--- config.mk ---
export PLATFORM = sky130hd
export DESIGN_NAME = rv_mem_arb
export DESIGN_NICKNAME = d
export VERILOG_FILES = /design/src/rtl/rv_mem_arb.sv
export SDC_FILE = /design/constraint.sdc
export NUM_CORES = 1
export LEC_CHECK = 0
export CELL_PAD_IN_SITES_DETAIL_PLACEMENT = 0
export CELL_PAD_IN_SITES_GLOBAL_PLACEMENT = 1
export CORE_AREA = 2 2 148 150
export CTS_BUF_LIST = sky130_fd_sc_hd__clkbuf_16
export DETAILED_ROUTE_END_ITERATION = 8
export DIE_AREA = 0 0 150 152
export PLACE_DENSITY_LB_ADDON = 0.15
export SLEW_MARGIN = 20
export SYNTH_ARGS = -nofsm -noshare
export SYNTH_HDL_FRONTEND = slang
export SYNTH_SLANG_ARGS = --single-unit
--- constraint.sdc ---
create_clock -name clk -period 2 [get_ports clk]
set_input_delay 0.3 -clock clk [delete_from_list [all_inputs] [get_ports clk]]
set_output_delay 0.3 -clock clk [all_outputs]
set_load 0.05 [all_outputs]
--- src/rtl/rv_mem_arb.sv ---
// Shares one single-port memory between instruction fetch and load/store,
// with a per-transaction timeout watchdog and a core stall output.
module rv_mem_arb #(
   parameter int unsigned TIMEOUT = 16
) (
   input  logic        clk,
   input  logic        rst,
   input  logic        if_req,
   input  logic [31:0] if_addr,
   output logic        if_rvalid,
   output logic [31:0] if_rdata,
   output logic        if_err,
   input  logic        dm_req,
   input  logic        dm_we,
   input  logic [31:0] dm_addr,
   input  logic [31:0] dm_wdata,
   input  logic [3:0]  dm_be,
   output logic        dm_rvalid,
   output logic [31:0] dm_rdata,
   output logic        dm_err,
   output logic        mem_req,
   output logic        mem_we,
   output logic [31:0] mem_addr,
   output logic [31:0] mem_wdata,
   output logic [3:0]  mem_be,
   input  logic        mem_gnt,
   input  logic        mem_rvalid,
   input  logic [31:0] mem_rdata,
   output logic        stall,
   output logic        busy
);

   typedef enum logic [1:0] {
      IDLE,
      REQ,
      RESP,
      DONE
   } state_t;

   localparam logic [15:0] TLIM = 16'(TIMEOUT - 1);

   state_t      state;
   state_t      state_n;
   logic        owner_dm;
   logic [15:0] cnt;
   logic        take_dm;
   logic        take_if;
   logic        done_ok;
   logic        abort;
   logic        wd_hit;
   logic [31:0] resp_data;

   assign wd_hit    = (cnt >= TLIM);
   assign resp_data = mem_we ? 32'h0 : mem_rdata;

   // Core must hold while it has a request that is not completing this cycle.
   assign stall = (if_req | dm_req) & ~(if_rvalid | dm_rvalid);

   // Next-state logic; completion takes priority over a watchdog abort.
   always_comb begin
      state_n = state;
      take_dm = 1'b0;
      take_if = 1'b0;
      done_ok = 1'b0;
      abort   = 1'b0;
      unique case (state)
         IDLE: begin
            if (dm_req) begin
               take_dm = 1'b1;
               state_n = REQ;
            end else if (if_req) begin
               take_if = 1'b1;
               state_n = REQ;
            end
         end
         REQ: begin
            if (mem_gnt) begin
               state_n = RESP;
            end else if (wd_hit) begin
               abort   = 1'b1;
               state_n = DONE;
            end
         end
         RESP: begin
            if (mem_rvalid) begin
               done_ok = 1'b1;
               state_n = DONE;
            end else if (wd_hit) begin
               abort   = 1'b1;
               state_n = DONE;
            end
         end
         DONE: begin
            state_n = IDLE;
         end
         default: begin
            state_n = IDLE;
         end
      endcase
   end

   // State register.
   always_ff @(posedge clk) begin
      if (rst) begin
         state <= IDLE;
      end else begin
         state <= state_n;
      end
   end

   // Request latches, watchdog counter and registered status outputs.
   always_ff @(posedge clk) begin
      if (rst) begin
         owner_dm  <= 1'b0;
         cnt       <= 16'h0;
         mem_req   <= 1'b0;
         mem_we    <= 1'b0;
         mem_addr  <= 32'h0;
         mem_wdata <= 32'h0;
         mem_be    <= 4'h0;
         busy      <= 1'b0;
      end else begin
         mem_req <= (state_n == REQ);
         busy    <= (state_n != IDLE);
         if (take_dm) begin
            owner_dm  <= 1'b1;
            mem_we    <= dm_we;
            mem_addr  <= dm_addr;
            mem_wdata <= dm_wdata;
            mem_be    <= dm_we ? dm_be : 4'h0;
         end else if (take_if) begin
            owner_dm  <= 1'b0;
            mem_we    <= 1'b0;
            mem_addr  <= {if_addr[31:2], 2'b00};
            mem_wdata <= 32'h0;
            mem_be    <= 4'h0;
         end
         if (take_dm || take_if) begin
            cnt <= 16'h0;
         end else if (state == REQ || state == RESP) begin
            cnt <= cnt + 16'd1;
         end
      end
   end

   // Completion pulses to the owning requester; read data holds between pulses.
   always_ff @(posedge clk) begin
      if (rst) begin
         if_rvalid <= 1'b0;
         if_rdata  <= 32'h0;
         if_err    <= 1'b0;
         dm_rvalid <= 1'b0;
         dm_rdata  <= 32'h0;
         dm_err    <= 1'b0;
      end else begin
         if_rvalid <= (done_ok | abort) & ~owner_dm;
         dm_rvalid <= (done_ok | abort) & owner_dm;
         if ((done_ok | abort) && !owner_dm) begin
            if_rdata <= abort ? 32'h0 : resp_data;
            if_err   <= abort;
         end
         if ((done_ok | abort) && owner_dm) begin
            dm_rdata <= abort ? 32'h0 : resp_data;
            dm_err   <= abort;
         end
      end
   end

endmodule

==> metrics.yaml, run 1 <==
sta:
  fin_crit_sh_pct: 97.2
  whs_ns: 0.452
  max_freq_ghz: 0.514
  rsz0062_at_grt: "no"
  maxSlewViolCount: 0
  skew_ns: 0.00753
  hold_viol: 0
  tightest_slew_ns: 0.980
  fin_crit_ns: 1.94
  setup_viol: 0
  slew_headroom_pct: 34.5
placement:
  portBuffers: 276
  placed_cells: 1051
  gp_congestion: 0.752
  dpl_cell_area_um2: 8910
  dp_hpwl_um: 12800
logic_synthesis:
  netlist.area_leader.share_pct: 56.0
  synth_ff_type: "dfxtp_1"
  synth_edf_count: 0
  synth_cell_types: 40
  synth.most_common_cell: "dfxtp_1"
  syn-cell-area_um2: 5650
  syn_inst: 507
  ys_warn_count: 0
  ys_top_cells_by_area: "dfxtp_1 56%, a32o_1 12%, mux2i_1 5.5%, a22o_1 5.4%, o21ai_0 2.9%"
  yosysTopAreaCell: "dfxtp_1"
  synth-seq-cells: 158
  syn_area_per_cell_um2: 11.1
  ys_seq_area_share_pct: 56.0
  async_flop_share_pct: 0
  synth.top_cells.by_count: "158 x dfxtp_1, 68 x a32o_1, 42 x nand2_1"
  synthesis.nets: 651
clock_tree:
  cts_buffers: 17
  cts_tree: "built"
  clkTransAtPathRegs_ns: 0.07
  clk_latency_ns: 0.42
  cts_root_buffer: "clkbuf_16"
  htree_levels: 4
  hold_buffers: 0
  cts_sinks: 158
  clock_path_buffers: 2
floorplanning:
  core-area_um2: 21400
  die_h_um: 152
  row_count: 54
  die_x_um: 150
  dieArea_um2: 22800
  ioPinCount: 279
  start_util_pct: 26.5
setup_path:
  path_cells: "clkdlybuf4s50_1"
  cp.arrival_ns: 1.64
  worstPathRequired_ns: 1.70
  end_kind: "primary output"
  crit_family: "buffers and inverters"
  cp_slowest_stage_delay_ns: 0.84
  worstPathMaxFanout: 2
  critPathBufInv: 1
  cp_slowest_cell: "clkdlybuf4s50_1"
  worstSetupStartpointType: "flop"
  critPathKind: "flop to primary output"
pwr:
  p_sw_w: 0.00278
  switching_share_pct: 31.3
  p_int_w: 0.00610
  p_per_area_nw_per_um2: 930
  pwr-share-seq_pct: 39.2
  comb_power_share_pct: 23.7
  p_clk_share_pct: 37.1
  irDropWorstVdd_uv: 534
  power.leakage_nw: 3.59
global_route:
  grt_max_degree: 71
  antenna_found_initial: 0
  grt_pass1_wl_um: 27500
  first_global_vias: 5236
  grt_util_all_layers_pct: 15.3
  grt-ovfl-total: 0
final_layout:
  fillers: 2026
  drive_above_1_share_pct: 9.94
  stdcell_area_um2: 9550
  multi_input_area_um2: 2300
  fin_nets: 936
  regArea_um2: 3160
  flow.area_growth_from_synthesis_pct: 69.1
  num_antenna_cells: 0
  postLayoutCoreUtil_pct: 44.7
  final_cells: 1085
drt:
  drt-vias-per-instance: 4.70
  ant_nets: 0
  dr.first_iter.drc_count: 212
  post-route-drc-count: 0
  wl_per_cell_um: 16.3
  firstDrtPassIters: 4
  routed_wl_um: 17700
  via_count: 5099
worst_hold_path:
  min-delay-path-class: "flop to flop"
job:
  drv_cap: 0
status:
  status: "complete, no violations"
routing by layer:
metal  part of all wire (%)  wire length [µm]  up-vias  global-route usage (%)
met1                     40              7110     2397                    16.9
met2                     48              8500      208                    26.3
li1                       -                 -     2473                       -
met5                      0                 0        -                       0
met4                    1.8               320        0                    5.75
met3                    9.9              1760       21                    6.28
area by class of cell:
type | instances | share of cell area, %
multi-input combinational | 303 | 24.1
clock buffer | 17 | 4.45
timing repair buffer | 307 | 32.6
sequential | 158 | 33.1
clock inverter | 15 | 1.86
inverter | 5 | 0.196
tap | 280 | 3.67
cell families after synthesis:
| group | synth area share (%) |
|---|---|
| flops | 56.0 |
| compound gates | 22.2 |
| simple gates | 8.99 |
| buf+inv | 3.88 |
| mux | 5.49 |
| xor+xnor | 2.33 |
| fa+ha+maj | 1.11 |
cells in the final DEF (no fill, tap or decap), types with 2 or more instances in the layout:
master | Yosys | routed
clkinv_2 | 0 | 2
nor3_1 | 4 | 4
ha_1 | 5 | 5
nand2b_1 | 2 | 2
a22o_1 | 35 | 35
nor4_2 | 2 | 2
clkdlybuf4s50_1 | 0 | 274
a21o_1 | 2 | 2
a21boi_0 | 2 | 2
buf_12 | 0 | 10
nor2_4 | 0 | 2
xnor2_1 | 6 | 6
inv_1 | 5 | 5
a32o_1 | 68 | 68
nand3_1 | 4 | 4
o21ai_0 | 33 | 33
nor2_1 | 28 | 26
clkbuf_16 | 0 | 17
clkinv_4 | 0 | 2
inv_8 | 0 | 2
nor2b_1 | 5 | 4
mux2i_1 | 31 | 31
buf_4 | 4 | 23
inv_6 | 0 | 5
dfxtp_1 | 158 | 158
a21oi_1 | 4 | 3
nand4_1 | 4 | 4
bufinv_16 | 0 | 2
xor2_1 | 9 | 9
nand2_1 | 42 | 41
worst paths after layout:
path	endpoint	slack, ns	startpoint	cells after the start
worst max-delay path	mem_wdata[18]	0.06	mem_wdata[18]	1
worst min-delay path	mem_addr[7]	0.45	mem_addr[7]	2
worst max register to register	cnt[14]	0.13	state[0]	7
worst min register to register	mem_addr[7]	0.45	mem_addr[7]	2
timing repair:
item / CTS / global route
resized for setup: 0 / 3
setup buffers: 0 / 2
endpoints found under the setup margin: 0 / 45
registers in the layout, indices dropped and copies added, names as in the netlist:
signal and flops:
owner_dm 1, busy 1, mem_wdata 32, dm_rdata 32, mem_be 4, cnt 16
dm_rvalid 1, mem_we 1, dm_err 1, if_rvalid 1, mem_addr 32, state 2
if_err 1, if_rdata 32, mem_req 1
per-stage QoR:
stage               total power, W  setup TNS, ns  setup WS (ns)
floorplan                  0.00473              0        0.00302
global placement           0.00564         -0.445        -0.0190
detailed placement         0.00566          -3.09        -0.0721
CTS                        0.00902              0        0.00291
global route               0.00926              0        0.00785
finish                     0.00888              0         0.0562
power by group through the flow:
stage	clock network (W)	logic (W)	registers [W]
after global placement	0	0.00210	0.00354
after CTS	0.00341	0.00212	0.00348
after global routing	0.00353	0.00222	0.00350
after detailed placement	0	0.00212	0.00355
final	0.00329	0.00211	0.00348
after floorplan	0	0.000506	0.00422
Note: power is estimated with default switching activity, not from simulation.
==> inputs of run 2 (changes only) <==
--- a/config.mk
+++ b/config.mk
@@ -5,12 +5,13 @@
 export SDC_FILE = /design/constraint.sdc
 export NUM_CORES = 1
 export LEC_CHECK = 0
+export CAP_MARGIN = 20
 export CELL_PAD_IN_SITES_DETAIL_PLACEMENT = 0
 export CELL_PAD_IN_SITES_GLOBAL_PLACEMENT = 1
-export CORE_AREA = 2 2 148 150
+export CORE_AREA = 2 2 136 138
 export CTS_BUF_LIST = sky130_fd_sc_hd__clkbuf_16
 export DETAILED_ROUTE_END_ITERATION = 8
-export DIE_AREA = 0 0 150 152
+export DIE_AREA = 0 0 138 140
 export PLACE_DENSITY_LB_ADDON = 0.15
 export SLEW_MARGIN = 20
 export SYNTH_ARGS = -nofsm -noshare
==> constraint.sdc (replaced) <==
create_clock -name clk -period 2.5 [get_ports clk]
set_input_delay 0.375 -clock clk [delete_from_list [all_inputs] [get_ports clk]]
set_output_delay 0.375 -clock clk [all_outputs]
set_load 0.05 [all_outputs]
==> run 2 against run 1 <==
Effect of this change: sequential power shrank 20%; die area is 15% lower; via count down 1.8%; utilization rose by 7.0 points; cell area fell by 3.6%; critical path type is now flop to flop; critical endpoint is now if_rdata[4].
==> metrics.yaml, run 2 (synthesized netlist as in run 1, its figures left out) <==
status:
  status: "complete, no violations"
sta:
  maxSlewViolCount: 0
  fin_crit_ns: 2.34
  rsz0062_at_grt: "no"
  fin_crit_sh_pct: 93.7
  max_freq_ghz: 0.427
  skew_ns: 0.00760
  tns_ns: 0
  hold_viol: 0
  setup_viol: 0
  setup_ws_ns: 0.158
  tightest_slew_ns: 0.705
  slew_headroom_pct: 52.8
placement:
  portBuffers: 276
  pre_cts_ws_ns: 0.0238
  gp_congestion: 0.744
  placed_cells: 983
  dp_hpwl_um: 12400
  dpl_cell_area_um2: 8650
setup_path:
  cp-startpoint: "state[1]"
  cp.arrival_ns: 2.70
  worstPathRequired_ns: 2.86
  end_kind: "flop"
  r2r_slack_ns: 0.16
  critPathKind: "flop to flop"
  r2r_start: "state[1]"
  worstSetupStartpointType: "flop"
  worstPathMaxFanout: 18
floorplanning:
  ioPinCount: 279
  die_x_um: 138
  core-area_um2: 17800
  row_count: 49
  start_util_pct: 31.8
  dieArea_um2: 19300
  die_h_um: 140
final_layout:
  final_cells: 1015
  stdcell_area_um2: 9210
  layout_common_cells: "275 x clkdlybuf4s50_1, 158 x dfxtp_1, 68 x a32o_1"
  fin_nets: 917
  drive_above_1_share_pct: 7.00
  final_common_cell: "clkdlybuf4s50_1"
  num_antenna_cells: 0
  flow.area_growth_from_synthesis_pct: 63.0
drt:
  routed_wl_um: 17000
  wl_per_cell_um: 16.8
  dr.first_iter.drc_count: 282
  post-route-drc-count: 0
  drt-vias-per-instance: 4.93
  firstDrtPassIters: 4
  ant_nets: 0
  via_count: 5009
worst_hold_path:
  min-delay-path-class: "flop to flop"
  worstHoldStart: "mem_addr[17]"
job:
  drv_cap: 0
pwr:
  p_clk_share_pct: 35.7
  power.leakage_nw: 3.44
  p_per_area_nw_per_um2: 744
  irDropWorstVdd_uv: 485
  switching_share_pct: 31.3
  p_int_w: 0.00471
  pwr-share-seq_pct: 40.6
  p_sw_w: 0.00214
  comb_power_share_pct: 23.6
clock_tree:
  hold_buffers: 0
  clkTransAtPathRegs_ns: 0.06
  htree_levels: 4
  cts_sinks: 158
  clk_latency_ns: 0.42
  clock_path_buffers: 2
  cts_buffers: 17
  cts_tree: "built"
  cts_root_buffer: "clkbuf_16"
global_route:
  grt_pass1_wl_um: 26700
  antenna_found_initial: 0
  grt_max_degree: 70
  first_global_vias: 4993
  grt-ovfl-total: 0
  grt_util_all_layers_pct: 17.3
[run 2: critical path, cell delays in order (launching register included)]
cell     delay, ns
dfxtp_1       0.41
inv_1         0.10
ha_1          0.20
nor2b_1       0.17
o21ai_4       0.22
nor2b_4       0.07
nor3_4        0.55
buf_4         0.37
a32o_1        0.20
[run 2: metrics by stage]
step / total power, W / util (%) / hold WS [ns]
after global routing: 0.00715 / 51.8 / 0.475
after floorplan: 0.00378 / - / 0.479
after detailed placement: 0.00446 / 48.6 / 0.441
after CTS: 0.00694 / 51.8 / 0.457
final: 0.00685 / 51.8 / 0.451
after global placement: 0.00445 / 48.6 / 0.436
[run 2: worst paths after layout]
kind,endpoint,cells after the start
min reg2reg,mem_addr[17],2
max,if_rdata[4],8
max reg2reg,if_rdata[4],8
min,mem_addr[17],2
[run 2: power by group through the flow]
stage               clock [W]  combinational (W)  sequential (W)
floorplan                   0           0.000404         0.00338
global placement            0            0.00162         0.00283
detailed placement          0            0.00163         0.00284
CTS                   0.00253            0.00163         0.00278
global route          0.00264            0.00171         0.00280
finish                0.00245            0.00162         0.00278
[run 2: timing repair]
item	CTS	global route
setup endpoints to repair	0	11
resized for setup	0	0
setup buffers	0	0
[run 2: layout make-up]
| type | instances | area, µm² |
|---|---|---|
| Clock buffer | 17 | 425 |
| Clock inverter | 15 | 135 |
| Fill cell | 1567 | 8570 |
| Inverter | 5 | 18.8 |
| Multi-Input combinational cell | 303 | 2290 |
| Sequential cell | 158 | 3160 |
| Tap cell | 229 | 287 |
| Timing Repair Buffer | 288 | 2890 |
[run 2: metal layers]
metal  up-vias  GRT usage, %  share of wire, %  routed length [µm]
met5         -             0                 0                   0
met4         0          6.55               2.3                 384
met3        26          7.62               9.4                1610
met2       211          28.4                48                8140
met1      2334          20.0                40                6890
li1       2438             -                 -                   -
